===== config.mk =====
export PLATFORM = sky130hd
export DESIGN_NAME = ds_comp_adc_array
export DESIGN_NICKNAME = d
export VERILOG_FILES = /design/src/rtl/ds_comp_adc_array.sv
export SDC_FILE = /design/constraint.sdc
export NUM_CORES = 1
export LEC_CHECK = 0
export ABC_AREA = 1
export BUFFER_PORTS_ARGS = -buffer_cell sky130_fd_sc_hd__buf_2
export CORE_ASPECT_RATIO = 0.75
export CORE_MARGIN = 8
export CORE_UTILIZATION = 30
export DETAILED_ROUTE_END_ITERATION = 10
export GPL_TIMING_DRIVEN = 0
export HOLD_SLACK_MARGIN = 0.06
export PLACE_DENSITY = 0.54
export SYNTH_ARGS = -nofsm -noshare
export SYNTH_HDL_FRONTEND = slang
export SYNTH_SLANG_ARGS = --single-unit

===== constraint.sdc =====
create_clock -name clk -period 4.5 [get_ports clk]
set_clock_uncertainty 0.05 [all_clocks]
set_input_delay 0.45 -clock clk [delete_from_list [all_inputs] [get_ports clk]]
set_output_delay 0.45 -clock clk [all_outputs]
set_load 0.005 [all_outputs]

===== src/rtl/ds_comp_adc_array.sv =====
// Comparator delta-sigma ADC array: per-channel feedback flops and CIC decimators,
// with a triggered serialiser that streams a snapshot of every channel's sample.
module ds_comp_adc_array #(
  parameter int CHANNELS   = 2,
  parameter int STAGES     = 4,
  parameter int DECIMATION = 8,
  parameter int OUT_W      = 16
) (
  input  logic                clk,
  input  logic                rst_n,
  input  logic [CHANNELS-1:0] comp_in,
  input  logic                trigger,
  input  logic                diff_en,
  output logic [CHANNELS-1:0] pdm_out,
  output logic                sample_strobe,
  output logic                ser_data,
  output logic                ser_valid,
  output logic                busy
);
  // state | meaning
  // IDLE  | waiting for a start pulse, serial outputs low
  // SHIFT | frame buffer shifting out MSB first, one bit per cycle
  localparam logic [0:0] IDLE  = 1'b0;
  localparam logic [0:0] SHIFT = 1'b1;

  localparam int DW    = $clog2(DECIMATION);
  localparam int CIC_W = STAGES * DW + 1;
  localparam int FW    = (CHANNELS + 1) * OUT_W;
  localparam int CW    = $clog2(FW);
  localparam int WW    = $clog2(OUT_W);
  localparam logic [CW-1:0] LAST_ND = CW'(CHANNELS * OUT_W - 1);
  localparam logic [CW-1:0] LAST_D  = CW'(FW - 1);
  localparam logic [WW-1:0] WLAST   = WW'(OUT_W - 1);
  localparam logic [DW-1:0] DLAST   = DW'(DECIMATION - 1);

  logic [CHANNELS-1:0] ff_q, ff_d;
  logic [CIC_W-1:0]    integ_q [CHANNELS][STAGES];
  logic [CIC_W-1:0]    integ_d [CHANNELS][STAGES];
  logic [CIC_W-1:0]    dly_q   [CHANNELS][STAGES];
  logic [CIC_W-1:0]    dly_d   [CHANNELS][STAGES];
  logic [OUT_W-1:0]    sample_q [CHANNELS];
  logic [OUT_W-1:0]    sample_d [CHANNELS];
  logic [DW-1:0]       dec_q, dec_d;
  logic                strobe_q, strobe_d;
  logic [2:0]          sync_q, sync_d;
  logic [0:0]          state_q, state_d;
  logic [FW-1:0]       fb_q, fb_d;
  logic [CW-1:0]       cnt_q, cnt_d;
  logic [WW-1:0]       wbit_q, wbit_d;

  logic                tick;
  logic                start;
  logic [CIC_W-1:0]    acc;
  logic [OUT_W-1:0]    ext;
  logic [OUT_W-1:0]    diff;

  assign tick  = (dec_q == DLAST);
  assign start = sync_q[1] & ~sync_q[2];
  assign diff  = sample_q[0] - sample_q[1];

  always_comb begin
    ff_d     = comp_in;
    dec_d    = dec_q + DW'(1);
    strobe_d = tick;
    acc      = '0;
    ext      = '0;
    for (int c = 0; c < CHANNELS; c++) begin
      integ_d[c][0] = integ_q[c][0] + CIC_W'(ff_q[c]);
      for (int s = 1; s < STAGES; s++) begin
        integ_d[c][s] = integ_q[c][s] + integ_q[c][s-1];
      end
      // Comb chain evaluated combinationally from the last integrator; only delays are stored.
      acc = integ_q[c][STAGES-1];
      for (int s = 0; s < STAGES; s++) begin
        dly_d[c][s] = tick ? acc : dly_q[c][s];
        acc         = acc - dly_q[c][s];
      end
      ext            = '0;
      ext[CIC_W-1:0] = acc;
      sample_d[c]    = tick ? ext : sample_q[c];
    end
  end

  always_comb begin
    sync_d  = {sync_q[1:0], trigger};
    state_d = state_q;
    fb_d    = fb_q;
    cnt_d   = cnt_q;
    wbit_d  = wbit_q;
    case (state_q)
      IDLE: begin
        if (start) begin
          state_d = SHIFT;
          fb_d    = '0;
          for (int c = 0; c < CHANNELS; c++) begin
            fb_d[FW-1-c*OUT_W -: OUT_W] = sample_q[c];
          end
          if (diff_en) fb_d[OUT_W-1:0] = diff;
          cnt_d  = diff_en ? LAST_D : LAST_ND;
          wbit_d = WLAST;
        end
      end
      SHIFT: begin
        fb_d   = {fb_q[FW-2:0], 1'b0};
        cnt_d  = cnt_q - CW'(1);
        wbit_d = (wbit_q == '0) ? WLAST : wbit_q - WW'(1);
        if (cnt_q == '0) begin
          state_d = IDLE;
          fb_d    = '0;
        end
      end
      default: state_d = IDLE;
    endcase
  end

  always_ff @(posedge clk or negedge rst_n) begin
    if (!rst_n) begin
      ff_q     <= '1;
      dec_q    <= '0;
      strobe_q <= 1'b0;
      sync_q   <= '0;
      state_q  <= IDLE;
      fb_q     <= '0;
      cnt_q    <= '0;
      wbit_q   <= '0;
      for (int c = 0; c < CHANNELS; c++) begin
        sample_q[c] <= '0;
        for (int s = 0; s < STAGES; s++) begin
          integ_q[c][s] <= '0;
          dly_q[c][s]   <= '0;
        end
      end
    end else begin
      ff_q     <= ff_d;
      dec_q    <= dec_d;
      strobe_q <= strobe_d;
      sync_q   <= sync_d;
      state_q  <= state_d;
      fb_q     <= fb_d;
      cnt_q    <= cnt_d;
      wbit_q   <= wbit_d;
      for (int c = 0; c < CHANNELS; c++) begin
        sample_q[c] <= sample_d[c];
        for (int s = 0; s < STAGES; s++) begin
          integ_q[c][s] <= integ_d[c][s];
          dly_q[c][s]   <= dly_d[c][s];
        end
      end
    end
  end

  assign pdm_out       = ~ff_q;
  assign sample_strobe = strobe_q;
  assign busy          = (state_q == SHIFT);
  assign ser_data      = busy & fb_q[FW-1];
  assign ser_valid     = busy & (wbit_q == WLAST);

endmodule


### After elaboration in Yosys (flattened, before gate mapping)

Cells that the tools add are included.

* word-level logic and storage cells: 70
* output and inout port bits: 6
* register bits after elaboration: 302
* bits of input ports: 6

* multiplexer cells: 13
* bitwise gates (word level): 6
* equal/unequal tests: 3
* add/sub/neg operators: 20
* reductions and logical operators: 2

Operators by type and width (number)
* 13-bit subtractor: 8
* 48-bit 2-to-1 mux: 2
* 48-bit case mux with 2 select lines: 1
* 13-bit adder: 6
* 13-bit by 1-bit adder with 13-bit output: 2
* 16-bit 2-to-1 mux: 1
* 13-bit by 13-bit subtractor with 14-bit output: 1
* 6-bit 2-to-1 mux: 2
* 6-bit case mux with 2 select lines: 1
* 4-bit 2-to-1 mux: 2
* 4-bit case mux with 2 select lines: 1
* 6-bit logical NOT: 1
* 6-bit by 1-bit subtractor with 6-bit output (second input constant): 1
* 4-bit equality test (second input constant): 1
* 4-bit logical NOT: 1
* 4-bit by 1-bit subtractor with 4-bit output (second input constant): 1
* 3-bit by 1-bit adder with 3-bit output (second input constant): 1
* 1-bit AND: 3
* 3-bit equality test (second input constant): 1
* 1-bit 2-to-1 mux: 2
* 2-bit != test (second input constant): 1
* 1-bit inverter: 2
* 2-bit inverter: 1
* 1-bit case mux with 2 select lines: 1

### Depth between registers and ports, before layout

Gate-level depths: netlist of run 1.

* depth in word-level cells: 4
* mapped depth: 34
* depth with buffers taken out: 34

### Worst setup path before layout of run 1

Ideal clock, no wire load.

* path type: register to register
* from: register integ_q[54] (netlist bit)
* to: register sample_q[28] (netlist bit)
* stages on the path, launching flop included: 31
* library setup time: 0.117 ns
* arrival: 4.637 ns
* clock period less this slack: 4.804 ns
* path buffers: 0
* required time: 4.333 ns
* setup slack: -0.304 ns
* cells stage by stage: dfrtp_1 > ha_1 > a21oi_1 > nand2_1 > nand2_1 > a21oi_1 > or2_2 > xor2_1 > inv_1 > ha_1 > nand2_1 > o21ai_0 > a21o_1 > xor2_1 > inv_1 > ha_1 > nand2_1 > o21ai_0 > o21bai_1 > a21o_1 > xor2_1 > inv_1 > ha_1 > nand2_1 > nor2_1 > nand3_1 > o2111ai_1 > xor2_1 > nand3_1 > nand3_1 > nand2_1

* word-level cells in the longest chain between the ends: 4

Ends and longest elaborated chain
* start, declared: RTL line 37 `logic [CIC_W-1:0] integ_q [CHANNELS][STAGES];`
* start signal, assigned by index: RTL line 145 `integ_q[c][s] <= integ_d[c][s];`
* 13-bit subtractor (4 in series): RTL line 76 `acc = acc - dly_q[c][s];`
* end signal, assigned by index: RTL line 143 `sample_q[c] <= sample_d[c];`
* end, declared: RTL line 41 `logic [OUT_W-1:0] sample_q [CHANNELS];`

Every way passes these cells.
A chain may end at the register's enable or synchronous reset.

### Final worst setup path of run 1

* from: register integ_q[4] (netlist bit)
* to: register sample_q[12] (netlist bit)

The elaborated chain is that of the path after synthesis.

==> results of run 1 <==
==> cells by family (layout without fill, tap and decap cells) <==
kind of cell    count (synthesis)  count (layout)
buf+inv                       357             519
flops                         302             302
xor+xnor                      162             162
fa+ha+maj                     206             206
simple gates                  692             692
compound gates                512             512
==> cell usage in the layout (no fill, tap or decap), drive strengths merged, types with 17 or more instances in the layout <==
master | synthesis | routed
a21oi | 204 | 204
a31oi | 28 | 28
buf | 13 | 114
clkbuf | 33 | 79
dfrtp | 300 | 300
ha | 191 | 191
inv | 310 | 311
nand2 | 419 | 419
nand3 | 83 | 83
nor2 | 147 | 147
nor3 | 17 | 17
o21ai | 227 | 227
xnor2 | 44 | 44
xor2 | 118 | 118
==> cell type report <==
cell class	instances	area [µm²]
inverters	311	1170
flip-flops and latches	302	7570
fillers	6055	38500
repair buffers	105	851
clock inverters	11	125
well taps	810	1010
clock buffers	46	946
plain buffers	46	184
multi-input cells	1572	11400
==> worst paths after layout <==
| path | endpoint |
|---|---|
| setup / recovery | sample_q[12] |
| hold / removal | sync_q[1] |
| setup reg to reg | sample_q[12] |
| hold reg to reg | sync_q[1] |
| max in group asynchronous | ff_q[0] |
| min in group asynchronous | cnt_q[2] |
==> registers in the layout, summed over array words and instances (netlist names) <==
| register | count |
|---|---|
| sample_strobe | 1 |
| cnt_q | 6 |
| dly_q | 104 |
| fb_q | 48 |
| dec_q | 3 |
| integ_q | 104 |
| ff_q | 2 |
| sync_q | 3 |
| wbit_q | 4 |
| sample_q | 26 |
| busy | 1 |
==> worst max-delay path, delay by kind of cell, from the launching register on <==
| family | cells | cell delay [ps] |
|---|---|---|
| adder cells (fa/ha/maj) | 4 | 1300 |
| AO/OA/AOI/OAI | 9 | 1160 |
| flip-flops | 1 | 420 |
| AND/OR/NAND/NOR | 10 | 940 |
| buffers and inverters | 1 | 170 |
| XOR/XNOR | 3 | 890 |
==> what timing repair did <==
| action | 4_1_cts | 5_1_grt |
|---|---|---|
| resized for setup | 149 | 157 |
| gates cloned | 0 | 0 |
| endpoints found under the hold margin | 105 | 0 |
| hold buffers | 4 | 0 |
| setup endpoints to repair | 15 | 17 |
| pin swaps | 93 | 103 |
| buffers inserted | 70 | 30 |
==> per-layer routing <==
layer	routed length [µm]	vias up	GRT usage, %
li1	-	7610	-
met1	22100	7236	16.8
met2	20300	188	20.2
met3	1410	75	2.11
met4	1140	0	3.48
met5	0	-	0
==> per-stage QoR <==
stage                     std cells  instance area [µm²]
final                          3203                23200
after floorplan                2231                18800
after detailed placement       3054                19900
after global placement         3052                19900
after CTS                      3184                22200
after global routing           3203                23200
==> results.ini, run 1 <==
[synth]
ys_types=48
ys.flop_type=dfrtp_1
syn-instance-count=2231
synth_top_area_share_pct=40.2
ys_seq_elements=302
yosysSeqAreaShare_pct=40.5
synthTopCellsByArea=dfrtp_1 40%, ha_1 13%, nand2_1 8.2%
synthXorXnorAreaFrac_pct=7.60
synth_commonest_cells=408 x nand2_1, 303 x inv_1, 300 x dfrtp_1, 210 x o21ai_0, 201 x a21oi_1
synthSimpleGateAreaFrac_pct=15.5
synth_compound_area_share_pct=14.8
synth_area_leader_cell=dfrtp_1
yosys_warnings=0
async_flop_share_pct=100
synth_top_family_by_area=simple AND/OR/NAND/NOR gates
synth.avg_cell_area_um2=8.37
synthAdderAreaFrac_pct=14.4
synthMuxAreaShare_pct=0
syn_area_um2=18700
synth_edf_count=0
synth_nets=2443
synthMostInstantiatedCell=nand2_1

[min_path]
min_path_type=flip-flop to flip-flop
hold_depth=0
hold_start=sync_q[0]

[worst_setup_path]
r2r_cells=27
critical_path_class=flip-flop to flip-flop
crit_required_ps=4880
cp_max_fo=4
crit_path_end_kind=flip-flop
start_kind=flip-flop
path_common_cell=nand2_1
cp-startpoint=integ_q[4]
regToRegSetupSlack_ps=-530
rr_startpoint=integ_q[4]
max_stage_delay_ps=420
arrival_ps=5400
critPathSlowestCell=dfrtp_2

[drt]
final_antenna_net_count=0
wirelength_um=44900
vias=15100
drcViolationCount=0
wl_per_cell_um=14.0
drtIter0Drc=751
detail_route.vias_per_cell=4.72
firstDrtPassIters=5

[cells_and_area]
finish.utilization_pct=37.6
layout-drive-gt1-share_pct=18.6
diodes=0
areaGrowthSynthToFinish_pct=24.4
final_nets=2584

[global_route]
antenna_found_initial=0
grt_usage_pct=12.4
grt_pass1_vias=15200
gr-total-overflow=0
grt_max_degree=116
grt_first_pass_wirelength_um=74200

[sta]
finalSetupViolCount=10
tightestPinTransition_ps=905
maxSlewHeadroom_pct=39.6
period_share_pct=112
layout_setup_ws_ps=-528
hold-worst-slack_ps=297
slew_viol_final=0
tns_ps=-2810
finalCriticalPeriod_ps=5030
final_hold_viol_count=0
rsz0062_at_grt=yes
max_freq_mhz=199

[die]
start_util_pct=30.2
ioPinCount=12
die_y_um=232
core_um2=61800
fp.dieW_um=304
rows=79
die_area_um2=70600

[status]
violations=negative setup slack
status=finished with violations

[clock_tree]
cts-htree-levels=2
cts_buffer_depth=3
cts.clk_slew.worst_paths_ps=60
clkLatencyLatePin_ps=540
cts_sinks=302
cts_tree=built
cts-root-buf=clkbuf_16
numCtsBuffers=34

[placed_design]
gp_congestion=0.823
port_buffers=11
hpwl_um=31500
pre_cts_slack_ps=-1020

[flow_run]
maxCapViolations=0

Power of run 1 is not shown: default switching activity piles up to over one toggle a cycle in this logic, so the estimate is an artifact.
==> inputs of run 2 (changes only) <==
CORE_MARGIN = 5   (was 8)
==> run 2 against run 1 <==
Net effect:
- the flow still finishes with violations (negative setup slack)
- worst hold slack got worse by 23 ps
- cell area increased by 0.99%
- utilization increased by 0.31 points
- cell count increased by 0.12%
- worst setup slack improved by 4.2 ps
- non-clock buffer count unchanged
- maximum frequency about the same
- global-route usage increased by 0.84 points
- sequential share of layout area decreased by 0.32 points
- critical path depth decreased by 2
- die area decreased by 4.5%
- critical path type unchanged
==> results.ini, run 2 (synthesis gave the netlist of run 1 again) <==
[clock_tree]
cts-htree-levels=2
cts_buffer_depth=3
numCtsBuffers=35
cts_tree=built
clkLatencyLatePin_ps=540
cts_sinks=302
cts.clk_slew.worst_paths_ps=70
cts-root-buf=clkbuf_16

[die]
ioPinCount=12
start_util_pct=30.2
core_um2=61900
rows=79
die_y_um=226
die_area_um2=67400
fp.dieW_um=298

[placed_design]
pre_cts_slack_ps=-1030
placedInstanceArea_um2=20000
hpwl_um=31900
port_buffers=11
gp_congestion=0.823

[cells_and_area]
areaGrowthSynthToFinish_pct=25.6
diodes=0
layout-drive-gt1-share_pct=19.1
nFillCells=6133
mostFrequentLayoutCells=380 x nand2_1, 296 x dfrtp_1, 281 x inv_1
reg.largest.list=dly_q (104), integ_q (104), fb_q (48)
seqCellArea_um2=7560
design_area_um2=23500
final_nets=2585
final_common_cell=nand2_1
multiInputGateArea_um2=11500

[status]
status=finished with violations
violations=negative setup slack

[drt]
wirelength_um=44700
final_antenna_net_count=0
firstDrtPassIters=5
wl_per_cell_um=14.0
drtIter0Drc=856
vias=15000
drcViolationCount=0
detail_route.vias_per_cell=4.67

[sta]
layout_setup_ws_ps=-524
maxSlewHeadroom_pct=41.6
finalSetupViolCount=11
tightestPinTransition_ps=876
rsz0062_at_grt=yes
max_freq_mhz=199
finalCriticalPeriod_ps=5020
period_share_pct=112
final_hold_viol_count=0
slew_viol_final=0

[worst_setup_path]
crit_path_end_kind=flip-flop
path_common_cell=buf_4
critPathSlowestCell=ha_2
max_stage_delay_ps=430
start_kind=flip-flop
crit_required_ps=4880
cp_max_fo=5
arrival_ps=5400
critical_path_class=flip-flop to flip-flop

[global_route]
gr-total-overflow=0
grt_first_pass_wirelength_um=75100
grt_pass1_vias=15300
grt_max_degree=107
grt_usage_pct=13.2
antenna_found_initial=0

[min_path]
min_path_type=input port to asynchronous set/reset pin

[flow_run]
maxCapViolations=0

-- run 2: cell count changes in the layout (fill, tap and decap cells not counted), moves of 3 or more --
| cell | delta |
|---|---|
| a21oi_1 | -4 |
| clkbuf_16 | +3 |
| ha_4 | +7 |
| nand2_2 | +5 |
| clkbuf_8 | +4 |
| inv_1 | -3 |
| nand3_2 | -4 |
| clkbuf_1 | -4 |
| nand2_4 | -4 |
| ha_1 | -6 |
| xor2_4 | +4 |
| o21ai_1 | +3 |
-- run 2: path summary, 6_finish.rpt --
kind / from / end / slack (ps) / depth (start not counted)
worst max-delay path: integ_q[0] / sample_q[12] / -520 / 25
worst min-delay path: rst_n / cnt_q[1] / 270 / 2
worst max register to register: integ_q[0] / sample_q[12] / -520 / 25
worst min register to register: sync_q[0] / sync_q[1] / 280 / 0
max in group asynchronous: rst_n / ff_q[0] / 2440 / 5
min in group clk: sync_q[0] / sync_q[1] / 280 / 0
-- run 2: final cells by class --
cell class,count,area share (%)
plain buffers,46,0.784
flip-flops and latches,302,32.2
repair buffers,105,3.68
clock buffers,49,4.52
well taps,810,4.32
inverters,311,5.01
multi-input cells,1572,49.0
clock inverters,12,0.491
-- run 2: worst max-delay path, delay by kind of cell (launching register included) --
family | cells | cell delay, ps
compound gates | 5 | 820
simple gates | 8 | 900
fa+ha+maj | 5 | 1550
xor+xnor | 3 | 770
buf+inv | 4 | 450
flops | 1 | 360
-- run 2: routing by layer --
metal | vias up | wire length [µm] | track usage, % | share of wire [%]
met2 | 186 | 19800 | 21.4 | 44
met5 | - | 0 | 0 | 0
met1 | 7106 | 22300 | 18.5 | 50
met3 | 84 | 1350 | 2.12 | 3.0
li1 | 7604 | - | - | -
met4 | 0 | 1200 | 3.51 | 2.7
-- run 2: repair_timing --
action	4_1_cts	5_1_grt
gates cloned	0	0
buffers inserted	60	29
setup endpoints to repair	15	16
pin swaps	99	91
gates resized for setup	191	120
endpoints found under the hold margin	37	0
hold buffers	4	0
-- run 2: metrics by stage --
step	hold WS, ps	instances	utilization, %	setup TNS [ps]
floorplan	104	2231	-	-99.3
global placement	288	3052	32.1	-888620
detailed placement	234	3055	32.3	-7640
CTS	253	3179	36.5	-2550
global route	281	3207	37.9	-5280
finish	274	3207	37.9	-2400
Power of run 2 is left out for the same reason.
==> inputs of run 3 (changes only) <==
CORE_UTILIZATION = 40   (was 30)
PLACE_DENSITY = 0.66   (was 0.54)
==> run 3 against run 2 <==
Net effect:
- largest cell class unchanged
- register-to-register slack worse by 130 ps
- the run still ends with negative setup slack left
- maximum frequency is 2.5% lower
- cell area is 0.96% lower
- worst hold slack better by 27 ps
- critical path type unchanged
- cell count is 4.8% lower
- die area is 24% lower
- global-route usage is 3.7 points higher
- sequential cell count stayed put
- routed wire length is 1.1% lower
- first-iteration DRC count is 7.0% higher
- via count is 1.8% higher
- critical path depth is 3 higher
==> results.ini, run 3 (synthesis gave the netlist of run 1 again) <==
[cells_and_area]
layout-drive-gt1-share_pct=18.9
reg.largest.list=dly_q (104), integ_q (104), fb_q (48)
mostFrequentLayoutCells=381 x nand2_1, 297 x dfrtp_1, 284 x inv_1
final_nets=2608
finish.utilization_pct=50.4
final_common_cell=nand2_1
areaGrowthSynthToFinish_pct=24.4
diodes=0
nFillCells=4151

[status]
violations=negative setup slack
status=finished with violations

[clock_tree]
cts-htree-levels=2
cts_tree=built
cts_sinks=302
cts.clk_slew.worst_paths_ps=60
numCtsBuffers=35
clkLatencyLatePin_ps=540
cts-root-buf=clkbuf_16
cts_buffer_depth=3

[die]
fp.dieW_um=260
die_area_um2=51200
die_y_um=197
start_util_pct=40.5
rows=68
core_um2=46100
ioPinCount=12

[sta]
final_hold_viol_count=0
finalSetupViolCount=13
tns_ps=-4720
rsz0062_at_grt=yes
period_share_pct=114
slew_viol_final=0
tightestPinTransition_ps=844
finalCriticalPeriod_ps=5150
maxSlewHeadroom_pct=43.7
layout_setup_ws_ps=-651
max_freq_mhz=194
hold-worst-slack_ps=301

[worst_setup_path]
critical_path_class=flip-flop to flip-flop
arrival_ps=5530
max_stage_delay_ps=420
critPathSlowestCell=dfrtp_2
cp_max_fo=4
crit_path_end_kind=flip-flop
start_kind=flip-flop
path_common_cell=ha_4
crit_required_ps=4880

[global_route]
grt_pass1_vias=15300
grt_usage_pct=16.9
antenna_found_initial=0
grt_max_degree=109
grt_first_pass_wirelength_um=73600
gr-total-overflow=0

[drt]
wl_per_cell_um=14.5
final_antenna_net_count=0
drcViolationCount=0
vias=15200
wirelength_um=44300
detail_route.vias_per_cell=5.00
firstDrtPassIters=5
drtIter0Drc=916

[min_path]
min_path_type=flip-flop to flip-flop

[placed_design]
gp_congestion=0.837
port_buffers=11
hpwl_um=30100
pre_cts_slack_ps=-976

[flow_run]
maxCapViolations=0

run 3: layout make-up:
cell class              instances  area, µm²  share of cell area [%]
repair buffers                128       1050                    4.50
well taps                     630        788                    3.39
clock inverters                13        193                   0.829
inverters                     311       1180                    5.08
plain buffers                  46        184                   0.792
clock buffers                  50       1040                    4.50
multi-input cells            1572      11200                    48.4
flip-flops and latches        302       7560                    32.6
run 3: critical path, delay by kind of cell, from the launching register on:
family                   cells  cell delay (ps)
adder cells (fa/ha/maj)      5             1310
AND/OR/NAND/NOR              9             1080
flip-flops                   1              420
XOR/XNOR                     3              750
buffers and inverters        3              260
AO/OA/AOI/OAI                8             1150
run 3: routing by layer:
metal  vias to the layer above  global-route usage (%)  part of all wire, %
met4                         0                    3.79                  2.0
met1                      7272                    23.2                   47
met2                       216                    28.6                   48
met5                         -                       0                    0
li1                       7685                       -                    -
met3                        74                    2.48                  3.5
run 3: per-stage QoR:
stage          instances  instance area [µm²]
6_report            3052                23200
5_1_grt             3052                23200
2_1_floorplan       2231                18800
4_1_cts             3023                22400
3_5_place_dp        2874                19700
3_3_place_gp        2872                19700
run 3: final timing paths:
kind	startpoint	end	slack, ps	cells after the start
worst max-delay path	integ_q[0]	sample_q[12]	-650	28
worst min-delay path	sync_q[0]	sync_q[1]	300	0
worst max register to register	integ_q[0]	sample_q[12]	-650	28
worst min register to register	sync_q[0]	sync_q[1]	300	0
max in group asynchronous	rst_n	ff_q[0]	2840	3
min in group asynchronous	rst_n	cnt_q[3]	470	2
run 3: what timing repair did:
action                                 4_1_cts  5_1_grt
setup endpoints to repair                   14       17
hold buffers                                 4        0
pin swaps                                   91       98
buffers inserted                            84       29
resized for setup                          171      119
endpoints found under the hold margin       96        0
Power of run 3 is left out for the same reason.
